File: src/rtl/jump_controller.sv
// Frame-stepped jump controller: launches the sprite upward at V0, decelerates
// by GRAVITY each frame, and reports landing back on the ground row.
module jump_controller #(
    parameter int unsigned V0       = 8,
    parameter int unsigned GRAVITY  = 1,
    parameter int unsigned Y_GROUND = 400
) (
    input  logic        CLK,
    input  logic        RESET,
    input  logic        frame_tick,
    input  logic        jump_req,
    output logic        count_en,
    output logic [31:0] max,
    output logic [9:0]  y_pos,
    output logic        airborne,
    output logic        land_pulse
);

    localparam int unsigned YW = 10;
    localparam int unsigned AW = 11;
    localparam int unsigned VW = 8;

    localparam logic [YW-1:0]        Y_GND      = YW'(Y_GROUND);
    localparam logic signed [AW-1:0] Y_GND_S    = $signed({1'b0, Y_GND});
    localparam logic signed [VW:0]   VEL_MIN    = -$signed((VW+1)'(2 ** (VW - 1)));
    localparam logic [31:0]          MAX_FRAMES = 32'((2 * V0) / GRAVITY + 1);

    typedef enum logic [1:0] {
        IDLE,
        RISE,
        FALL,
        LAND
    } state_e;

    state_e                state_q, state_d;
    logic [YW-1:0]         y_q, y_d;
    logic signed [VW-1:0]  vel_q, vel_d;
    logic                  airborne_q, airborne_d;
    logic                  land_q, land_d;

    logic signed [AW-1:0]  y_ext;
    logic signed [AW-1:0]  y_next;
    logic [YW-1:0]         y_next_clamped;
    logic signed [VW:0]    vel_dec;
    logic signed [VW-1:0]  vel_sat;

    // Next-state and datapath; velocity arithmetic carries one extra bit so
    // saturation at the negative limit can be detected before truncation.
    always_comb begin
        state_d    = state_q;
        y_d        = y_q;
        vel_d      = vel_q;
        land_d     = 1'b0;

        y_ext          = $signed({1'b0, y_q});
        y_next         = y_ext - AW'(vel_q);
        y_next_clamped = y_next[AW-1] ? '0 : YW'(y_next);
        vel_dec        = (VW+1)'(vel_q) - $signed((VW+1)'(GRAVITY));
        vel_sat        = (vel_dec < VEL_MIN) ? VW'(VEL_MIN) : VW'(vel_dec);

        unique case (state_q)
            IDLE: begin
                if (frame_tick && jump_req) begin
                    state_d = RISE;
                    vel_d   = VW'(V0);
                end
            end
            RISE: begin
                if (frame_tick) begin
                    y_d   = y_next_clamped;
                    vel_d = vel_sat;
                    if (vel_dec[VW] || (vel_dec == '0)) begin
                        state_d = FALL;
                    end
                end
            end
            FALL: begin
                if (frame_tick) begin
                    if (y_next >= Y_GND_S) begin
                        y_d     = Y_GND;
                        vel_d   = '0;
                        state_d = LAND;
                        land_d  = 1'b1;
                    end else begin
                        y_d   = y_next_clamped;
                        vel_d = vel_sat;
                    end
                end
            end
            LAND: begin
                if (!jump_req) begin
                    state_d = IDLE;
                end
            end
            default: state_d = IDLE;
        endcase

        airborne_d = (state_d == RISE) || (state_d == FALL);
    end

    always_ff @(posedge CLK) begin
        if (RESET) begin
            state_q    <= IDLE;
            y_q        <= Y_GND;
            vel_q      <= '0;
            airborne_q <= 1'b0;
            land_q     <= 1'b0;
        end else begin
            state_q    <= state_d;
            y_q        <= y_d;
            vel_q      <= vel_d;
            airborne_q <= airborne_d;
            land_q     <= land_d;
        end
    end

    assign y_pos      = y_q;
    assign airborne   = airborne_q;
    assign count_en   = airborne_q;
    assign land_pulse = land_q;
    assign max        = MAX_FRAMES;

endmodule
File: config.mk
export PLATFORM = sky130hd
export DESIGN_NAME = jump_controller
export DESIGN_NICKNAME = d
export VERILOG_FILES = /design/src/rtl/jump_controller.sv
export SDC_FILE = /design/constraint.sdc
export NUM_CORES = 1
export LEC_CHECK = 0
export CAP_MARGIN = 0
export CORE_MARGIN = 4
export CORE_UTILIZATION = 23
export CTS_CLUSTER_DIAMETER = 100
export CTS_CLUSTER_SIZE = 25
export DETAILED_ROUTE_END_ITERATION = 7
export SYNTH_ARGS = -nofsm -noshare
export SYNTH_HDL_FRONTEND = slang
export SYNTH_SLANG_ARGS = --single-unit
File: constraint.sdc
create_clock -name CLK -period 4.7 [get_ports CLK]
set_clock_uncertainty 0.1 [all_clocks]
set_input_delay 1.41 -clock CLK [delete_from_list [all_inputs] [get_ports CLK]]
set_output_delay 1.41 -clock CLK [all_outputs]
set_load 0.01 [all_outputs]
==> results by group, run 1 <==
Job
  – Max Cap Violations: 0

Global route
  – Pin count of the biggest net entering global routing: 19
  – Vias in the first global route: between 1500 and 2000
  – Grt ovf: 0
  – GRT Util Overall: 0.0800
  – First-pass GRT wire length: between 7000 and 8000 µm
  – Initial antenna violation count: 0

Synthesis
  – Post-synthesis mux area share: 0
  – Adder-Cell Fraction of Synth Area: 0.109
  – Post-synthesis compound-gate area fraction: 0.250
  – Synth top area share: 0.207
  – Post-Synth Simple-Gate Area: 0.232
  – Synth area leaders: dfxtp_1 21%, buf_4 12%, ha_1 10%, a21oi_1 3.5%, inv_1 3.5%
  – Top-count cell post-synth: buf_4
  – Avg Inst Size Synth: 8.05 µm²
  – Dominant cell type by area after synthesis: dfxtp_1
  – Synth async-reset ratio: 0
  – Synth warnings: 0
  – Most common flop cell mapped by yosys: dfxtp_1
  – Synth Area in XOR/XNOR: 0.0165
  – Synth Register Bits: 22
  – Synthesized cell area: 0.00213 mm²
  – Cells after synthesis: approximately 260
  – Post-synth EDFFs: 0
  – Largest family of logic cells by synthesized area: compound AO/OA/AOI/OAI gates
  – Synth cell types: 65
  – Sequential area share after synthesis: 0.207
  – Synth top cells by count: 33 x buf_4, 22 x dfxtp_1, 20 x inv_1, 20 x nor2_1, 17 x ha_1

Final layout
  – Final Util: 0.259
  – Ant diodes: 0
  – Fill cells: slightly below 1000
  – Share of cells above drive strength 1: 0.0952
  – Layout area overhead: 8.00%
  – Final nets: 296

Min path
  – Worst Hold Class: reg2reg
  – Hold path depth: 1

STA
  – Fin crit period: 3.25 ns
  – Final hold violations: 0
  – Final TNS setup: 0 ns
  – Slew Limit Fails: 0
  – Final worst slack: ~1.4 ns
  – Final setup fails: 0
  – Slew @ Worst Pin: 0.710 ns
  – Slew HR: 0.525
  – RSZ-0062 raised after global routing: no
  – F_max: 308 MHz
  – Post-route clock period utilization: 0.692

Clocking
  – PostCTS Resize Cnt: 0
  – Clk pin slew, worst setup/hold paths: roughly 0.080 ns
  – H-tree levels: 1
  – CTS tree: yes
  – Hold_buf cts: 0
  – Clock root buffer: clkbuf_8
  – Num CTS Buffers: 3
  – Clock Tree Buf Depth: 2
  – Clock latency on the worst-skew pair: approximately 0.26 ns
  – Post-CTS Setup Repair Bufs: 0
  – Clk sinks: 22

Critical path
  – CP Max Fanout: 8
  – Worst Setup End Kind: flop
  – CP startpoint kind: flop
  – Reg2Reg Depth: 12
  – Crit path DAT: 3.33 ns
  – Crit path kind: reg2reg
  – Req. time, crit path: 4.78 ns

Drt
  – DRT antenna net count: 0
  – Vias/cell: approximately 4.6
  – DRT Wirelength: about 4600 µm
  – Routed len/inst: 12.0 µm
  – Drt drc: 0
  – Total number of vias: 1761
  – Number of DRC markers in iteration 0: 45
  – Drt first pass iters: 4

Die
  – Row cnt: 34
  – I/O pin total: between 40 and 50
  – Core footprint: about 0.0088 mm²
  – Die X-Extent: approximately 100 µm
  – Die area: 0.0108 mm²
  – Initial Utilization: 0.240
  – Die height: approximately 100 µm

Place
  – Global placer's final weighted congestion: approximately 0.81
  – DP Wirelength: roughly 3800 µm
  – I/O Buffers: 16
  – DP Worst Slack: around 1.3 ns

Power
  – Leakage Power: 0.000934 µW
  – Cell area power density: roughly 240 mW/mm²
  – Max IR drop VDD: around 0.11 mV

Run status
  – Run status: complete, no violations
layout make-up:
| cell class | count | area [µm²] | share of cell area |
|---|---|---|---|
| clock buffer | 3 | 41.3 | 0.0180 |
| clock inverter | 1 | 30.0 | 0.0131 |
| inverter | 20 | 75.1 | 0.0327 |
| multi-input combinational | 211 | 1410 | 0.616 |
| sequential | 22 | 440 | 0.192 |
| tap | 108 | 135 | 0.0589 |
| timing repair buffer | 16 | 160 | 0.0698 |
path summary, 6_finish.rpt:
kind / endpoint / slack (ns) / from
worst max register to register: vel_q[6]$_SDFFE_PP0P_ / 1.45 / y_pos[0]$_SDFFE_PP0P_
worst min register to register: y_pos[3]$_SDFFE_PP0P_ / 0.43 / y_pos[3]$_SDFFE_PP0P_
worst min-delay path: y_pos[3]$_SDFFE_PP0P_ / 0.43 / y_pos[3]$_SDFFE_PP0P_
worst max-delay path: vel_q[6]$_SDFFE_PP0P_ / 1.45 / y_pos[0]$_SDFFE_PP0P_
worst max-delay path, cell delays in order (launching register included):
cell      delay [ns]
dfxtp_1         0.36
inv_1           0.05
ha_1            0.22
fa_1            0.38
nand2b_1        0.20
a21oi_1         0.28
and3_1          0.20
o21ai_0         0.09
o21bai_1        0.22
a41oi_4         0.32
a21oi_2         0.18
or4_1           0.42
a21oi_1         0.15
report_power, final:
group          switching, µW  total [µW]  leakage (µW)  internal [µW]
clock network           59.4         173     0.0000357            114
registers               7.52         200      0.000178            192
logic                    114         188      0.000720           74.1
total                    181         561      0.000934            380
metal layers:
metal  global-route usage  vias up  routed length (µm)
met5                    0        -                   0
met4               0.0142        0                  13
met1                0.105      834                2140
li1                     -      891                   -
met2                0.139       34                2230
met3               0.0124        2                 175
registers in the layout, indices dropped and copies added, names as in the netlist:
signal      cells
airborne        1
land_pulse      1
state_q         2
vel_q           8
y_pos          10
cell usage in the layout (no fill, tap or decap), types with 3 or more instances in the layout:
master	instances
a211o_1	3
a211oi_1	4
a21oi_1	15
a22o_1	6
a22oi_1	3
and2_1	3
clkbuf_8	3
clkdlybuf4s50_1	16
conb_1	32
dfxtp_1	22
ha_1	17
inv_1	20
nand2_1	14
nand2b_1	4
nand3_1	7
nor2_1	20
nor3_1	9
nor4_1	5
o21ai_0	11
or2_2	3
or3_1	4
xor2_1	4
logic make-up after synthesis:
family,after synthesis
adders and majority gates,18
other,2
AOI/OAI and AO/OA,69
and+or+nand+nor,88
xor gates and xnor gates,4
DFF,22
buffers and inverters,61
metrics by stage:
stage	std cells	cell area [µm²]	power [µW]	hold slack, ns
final	381	2300	561	0.428
after global routing	381	2300	596	0.462
after CTS	381	2300	565	0.431
after detailed placement	377	2220	390	0.402
after global placement	377	2220	388	0.409
after floorplan	294	2240	377	0.387
(Power assumes the default switching activity.)
==> run 2: changes to the inputs <==
Clock period 4.7 ns to 2.7 ns, I/O delays scaled along.
==> run 2 against run 1 <==
The run now ends with setup timing left. Power is 100% higher. Die area stayed put. Via count is 17% higher. Global-route usage is 2.0 points higher. Largest power group is now combinational cells.
==> results by group, run 2 (same netlist as run 1, synthesis figures left out) <==
Place
  – DP Area: 0.00272 mm² (+22%)
  – Global placer's final weighted congestion: 0.847 (+4.3%)
  – I/O Buffers: 16 (unchanged)
  – Inst Count DP: 434 (+15%)
  – DP Worst Slack: -0.257 ns (-1.59 ns)
  – DP Wirelength: 4440 µm (+18%)

STA
  – Final hold violations: 0 (unchanged)
  – Post-route clock period utilization: 1.08 (+0.385)
  – Fin crit period: 2.91 ns (-0.343 ns)
  – Final TNS setup: -2.60 ns (-2.60 ns)
  – Slew @ Worst Pin: 0.649 ns (-0.0610 ns)
  – Slew HR: 0.565 (+0.0392)
  – Final worst slack: -0.208 ns (-1.66 ns)
  – Slew Limit Fails: 0 (unchanged)
  – RSZ-0062 raised after global routing: yes
  – Final setup fails: 18 (+18)
  – F_max: 344 MHz (+12%)

Global route
  – GRT Util Overall: 0.100 (+0.0202)
  – Grt ovf: 0 (unchanged)
  – Initial antenna violation count: 0 (unchanged)
  – Vias in the first global route: 2008 (+29%)
  – First-pass GRT wire length: 9120 µm (+22%)
  – Pin count of the biggest net entering global routing: 14 (-5)

Die
  – Die X-Extent: 104 µm (unchanged)
  – Initial Utilization: 0.240 (unchanged)
  – Row cnt: 34 (unchanged)
  – I/O pin total: 49 (unchanged)
  – Die height: 104 µm (unchanged)
  – Die area: 0.0108 mm² (unchanged)
  – Core footprint: 0.00885 mm² (unchanged)

Final layout
  – Commonest non-fill, non-tap cell in the layout: buf_4
  – Layout area overhead: 40.4%
  – Area of the multi-input gates: 0.00161 mm² (+14%)
  – Fill cells: 919 (-6.1%)
  – Max reg flops: 10 (unchanged)
  – Final nets: 361 (+22%)
  – Fin cells: 446 (+17%)
  – Share of cells above drive strength 1: 0.370 (+0.275)
  – Seq. cell area: 447 µm² (+1.4%)
  – Ant diodes: 0 (unchanged)
  – Post-route cell area: 0.00299 mm² (+30%)
  – Most frequent cells in the layout: 64 x buf_4, 32 x conb_1, 18 x inv_1, 17 x nor2_1, 17 x dfxtp_1

Critical path
  – Crit path kind: reg2reg
  – R2r startpoint: y_pos[0]$_SDFFE_PP0P_
  – Worst Setup End Kind: flop
  – R2r endpoint: vel_q[6]$_SDFFE_PP0P_
  – Reg2Reg Depth: 12 (unchanged)
  – CP max-delay cell: or4_4
  – CP startpoint kind: flop
  – Req. time, crit path: 2.81 ns (-1.97 ns)
  – Crit path DAT: 3.02 ns (-0.31 ns)
  – Worst stage delay on the critical path: 0.43 ns (about the same)
  – R2R Setup Slk: -0.21 ns (-1.66 ns)
  – Crit path cell chain: inv_2 -> ha_4 -> fa_2 -> nand2b_4 -> a211o_4 -> nand2b_4 -> or4_4 -> a211oi_4 -> a41oi_4 -> a21oi_4 -> or4_4 -> a21oi_2
  – CP Max Fanout: 8 (unchanged)

Run status
  – Failing checks: setup timing
  – Run status: finished, violations left

Min path
  – Hold path depth: 1 (unchanged)
  – Hold path startpoint: y_pos[1]$_SDFFE_PP0P_
  – Hold endpoint: y_pos[1]$_SDFFE_PP0P_
  – Worst Hold Class: reg2reg

Drt
  – Highest routed layer: met4
  – Total number of vias: 2054 (+17%)
  – Drt first pass iters: 4 (unchanged)
  – DRT met1 WL: 2380 µm (+11%)
  – DRT antenna net count: 0 (unchanged)
  – Drt drc: 0 (unchanged)
  – Routed len/inst: 12.4 µm (+3.8%)
  – Number of DRC markers in iteration 0: 61 (+36%)
  – DR WL met2: 2770 µm (+24%)
  – DRT Wirelength: 5540 µm (+21%)
  – Routed met3 length: 222 µm (+27%)
  – Vias/cell: 4.61 (-0.36%)

Power
  – Switching power: 385 µW (+110%)
  – Tot Pwr: 1150 µW (+100%)
  – Comb pwr share: 0.425 (+0.090)
  – Sequential power share: 0.298 (-0.058)
  – Cell area power density: 384 mW/mm² (+57%)
  – Leakage Power: 0.00128 µW (+37%)
  – Sw frac: 0.335 (+0.0126)
  – Max IR drop VDD: 0.239 mV (+120%)
  – Clock network power share: 0.277 (-0.032)
  – Internal: 763 µW (+100%)

Clocking
  – Clock latency on the worst-skew pair: 0.27 ns (about the same)
  – Clk pin slew, worst setup/hold paths: 0.09 ns (about the same)
  – Clock root buffer: clkbuf_8
  – CTS tree: yes
  – Clk sinks: 22 (unchanged)
  – Clock Tree Buf Depth: 2 (unchanged)
  – Num CTS Buffers: 3 (unchanged)
  – H-tree levels: 1 (unchanged)

Job
  – Max Cap Violations: 0 (unchanged)
==> run 2: worst max-delay path, delay by kind of cell (launching register included) <==
| family | cells | cell delay (ns) |
|---|---|---|
| simple gates | 4 | 0.85 |
| compound gates | 5 | 1.02 |
| flops | 1 | 0.34 |
| fa+ha+maj | 2 | 0.49 |
| buf+inv | 1 | 0.04 |
==> run 2: metrics by stage <==
step,utilization,hold slack (ns)
final,0.337,0.418
after global routing,0.337,0.451
after CTS,0.326,0.421
after detailed placement,0.308,0.444
after global placement,0.308,0.445
after floorplan,-,0.381
==> run 2: how the worst max path moves through the flow <==
stage	startpoint	to	slack (ns)	depth (start not counted)
floorplan	y_pos[0]$_SDFFE_PP0P_	airborne$_SDFF_PP0_	-0.06	12
global placement	vel_q[2]$_SDFFE_PP0P_	airborne$_SDFF_PP0_	-0.17	11
global route	y_pos[0]$_SDFFE_PP0P_	vel_q[6]$_SDFFE_PP0P_	-0.32	12
detailed placement	vel_q[1]$_SDFFE_PP0P_	vel_q[6]$_SDFFE_PP0P_	-0.26	11
finish	y_pos[0]$_SDFFE_PP0P_	vel_q[6]$_SDFFE_PP0P_	-0.21	12
CTS	y_pos[0]$_SDFFE_PP0P_	vel_q[6]$_SDFFE_PP0P_	-0.19	13
==> run 2: power groups by stage <==
stage / Sequential [µW] / Combinational (µW) / Clock, µW
CTS: 342 / 474 / 331
global placement: 350 / 433 / 0
finish: 342 / 488 / 318
detailed placement: 350 / 439 / 0
floorplan: 353 / 319 / 0
global route: 344 / 532 / 339
==> run 2: cell type report <==
cell class / count / share of cell area
inverters: 20 / 0.0251
flip-flops and latches: 22 / 0.150
clock inverters: 1 / 0.0101
clock buffers: 3 / 0.0138
repair buffers: 81 / 0.218
multi-input cells: 211 / 0.538
well taps: 108 / 0.0453
==> run 2: timing repair <==
action | in CTS | in global routing
hold buffers | 0 | 0
setup endpoints to repair | 19 | 20
pin swaps | 8 | 9
gates cloned | 0 | 0
buffers inserted | 6 | 4
endpoints found under the hold margin | 0 | 0
gates resized for setup | 13 | 15
==> run 2: metal layers <==
metal,vias up,track usage
li1,1019,-
met5,-,0
met1,966,0.116
met4,0,0.0408
met3,15,0.0161
met2,54,0.182
==> run 3: changes to the inputs <==
Settings changed: CORE_UTILIZATION 23 to 30, CTS_BUF_LIST set to sky130_fd_sc_hd__clkbuf_16, GPL_TIMING_DRIVEN set to 0.
==> run 3 against run 2 <==
The run still ends with setup timing left. Cell area is 0.67% higher. Critical path depth is the same. Final cell count shrank 4.3%. Critical path type unchanged.
==> results by group, run 3 (same netlist as run 1, synthesis figures left out) <==
Run status
  – Run status: finished, violations left
  – Failing checks: setup timing

Drt
  – Drt first pass iters: 4 (unchanged)
  – DRT Wirelength: 5250 µm (-5.4%)
  – Routed len/inst: 12.3 µm (-1.1%)
  – Vias/cell: 4.54 (-1.5%)
  – DRT antenna net count: 0 (unchanged)
  – Drt drc: 0 (unchanged)
  – Total number of vias: 1937 (-5.7%)
  – Number of DRC markers in iteration 0: 65 (+6.6%)

Clocking
  – Num CTS Buffers: 3 (unchanged)
  – Clk sinks: 22 (unchanged)
  – CTS tree: yes
  – Clock Tree Buf Depth: 2 (unchanged)
  – Hold_buf cts: 0 (unchanged)
  – Clock root buffer: clkbuf_16
  – H-tree levels: 1 (unchanged)
  – Clock latency on the worst-skew pair: 0.26 ns (about the same)
  – Clk pin slew, worst setup/hold paths: 0.06 ns (-0.03 ns)

Power
  – Switching power: 393 µW (+2.1%)
  – Comb pwr share: 0.417 (-0.008)
  – Clock network power share: 0.283 (+0.006)
  – Sw frac: 0.341 (+0.00559)
  – Cell area power density: 384 mW/mm² (-0.20%)
  – Leakage Power: 0.00127 µW (-0.62%)
  – Sequential power share: 0.300 (+0.002)
  – Max IR drop VDD: 0.214 mV (-11%)
  – Internal: 760 µW (-0.37%)

Critical path
  – CP Max Fanout: 8 (unchanged)
  – Crit path DAT: 3.06 ns (+0.04 ns)
  – CP startpoint kind: flop
  – Crit path kind: reg2reg
  – Reg2Reg Depth: 12 (unchanged)
  – Worst Setup End Kind: flop
  – Req. time, crit path: 2.79 ns (-0.02 ns)

Final layout
  – Final nets: 354 (-1.9%)
  – Fill cells: 691 (-25%)
  – Max reg flops: 10 (unchanged)
  – Commonest non-fill, non-tap cell in the layout: buf_4
  – Most frequent cells in the layout: 50 x buf_4, 32 x conb_1, 16 x nor2_1, 15 x inv_1, 15 x clkdlybuf4s50_1
  – Post-route cell area: 0.00301 mm² (+0.67%)
  – Share of cells above drive strength 1: 0.387 (+0.0169)
  – Layout area overhead: 41.4%
  – Ant diodes: 0 (unchanged)

Global route
  – Vias in the first global route: 1755 (-13%)
  – GRT Util Overall: 0.119 (+0.0190)
  – Pin count of the biggest net entering global routing: 13 (-1)
  – First-pass GRT wire length: 8280 µm (-9.2%)
  – Grt ovf: 0 (unchanged)
  – Initial antenna violation count: 0 (unchanged)

Die
  – Core footprint: 0.00683 mm² (-23%)
  – Row cnt: 30 (-12%)
  – I/O pin total: 49 (unchanged)
  – Die X-Extent: 92.2 µm (-11%)
  – Die area: 0.00850 mm² (-22%)
  – Die height: 92.2 µm (-11%)
  – Initial Utilization: 0.311 (+0.0709)

Job
  – Max Cap Violations: 0 (unchanged)

Place
  – DP Area: 0.00258 mm² (-5.3%)
  – DP Worst Slack: -0.518 ns (-0.261 ns)
  – I/O Buffers: 15 (-1)
  – DP Wirelength: 3750 µm (-16%)
  – Global placer's final weighted congestion: 0.805 (-5.0%)

STA
  – Final hold violations: 0 (unchanged)
  – Slew @ Worst Pin: 0.786 ns (+0.137 ns)
  – Slew Limit Fails: 0 (unchanged)
  – Final setup fails: 18 (unchanged)
  – Post-route clock period utilization: 1.10 (+0.0236)
  – Final worst slack: -0.272 ns (-0.0637 ns)
  – RSZ-0062 raised after global routing: yes
  – F_max: 337 MHz (-2.1%)
  – Fin Hold WS: 0.407 ns (-0.0109 ns)
  – Fin crit period: 2.97 ns (+0.0637 ns)
  – Final TNS setup: -2.57 ns (+0.0297 ns)
  – Slew HR: 0.473 (-0.0919)

Min path
  – Hold path depth: 1 (unchanged)
  – Worst Hold Class: reg2reg
[run 3: changes by cell type in the layout (fill, tap and decap cells not counted), moves of 2 or more]
cell / change
clkbuf_16: +3
buf_4: -14
inv_2: +2
buf_6: +3
ha_1: -3
dfxtp_4: +3
ha_4: +3
inv_1: -3
dfxtp_1: -4
[run 3: path summary, 6_finish.rpt]
kind / startpoint / end / slack (ns)
hold / removal: y_pos[1]$_SDFFE_PP0P_ / y_pos[1]$_SDFFE_PP0P_ / 0.41
hold reg to reg: y_pos[1]$_SDFFE_PP0P_ / y_pos[1]$_SDFFE_PP0P_ / 0.41
setup / recovery: y_pos[0]$_SDFFE_PP0P_ / vel_q[6]$_SDFFE_PP0P_ / -0.27
setup reg to reg: y_pos[0]$_SDFFE_PP0P_ / vel_q[6]$_SDFFE_PP0P_ / -0.27
[run 3: area by class of cell]
| type | count | area [µm²] | share of cell area |
|---|---|---|---|
| timing repair buffer | 33 | 293 | 0.0974 |
| clock buffer | 3 | 75.1 | 0.0250 |
| buffer | 41 | 318 | 0.106 |
| sequential | 22 | 459 | 0.153 |
| multi-input combinational | 211 | 1660 | 0.552 |
| clock inverter | 1 | 3.75 | 0.00125 |
| inverter | 20 | 77.6 | 0.0258 |
| tap | 96 | 120 | 0.0400 |
[run 3: critical path, cell delays in order, from the launching register on]
cell      delay [ns]
dfxtp_2         0.33
inv_2           0.04
ha_4            0.15
fa_2            0.34
nand2b_4        0.17
a211o_4         0.36
nand2b_4        0.10
or4_4           0.16
nand2_4         0.07
a41oi_4         0.35
a21oi_4         0.15
or4_4           0.43
a21oi_2         0.13
[run 3: repair_timing]
item | 4_1_cts | 5_1_grt
gates resized for setup | 27 | 24
endpoints found under the setup margin | 18 | 18
cloned | 0 | 0
setup buffers | 6 | 12
pin swaps | 22 | 22
[run 3: through the flow]
stage               cells   util  power, µW
floorplan             294      -        672
global placement      405  0.377        736
detailed placement    405  0.377        739
CTS                   415  0.411       1100
global route          427  0.440       1220
finish                427  0.440       1150
[run 3: routing by layer]
layer	GRT usage	wire length, µm	vias up
met1	0.144	2240	875
li1	-	-	1009
met4	0.0297	82	0
met2	0.217	2710	45
met5	0	0	-
met3	0.0205	221	8
[run 3: power by group through the flow]
stage               Clock [µW]  Sequential [µW]  Combinational [µW]
floorplan                    0              353                 319
global placement             0              353                 382
detailed placement           0              354                 385
CTS                        337              346                 421
global route               352              348                 523
finish                     327              346                 481
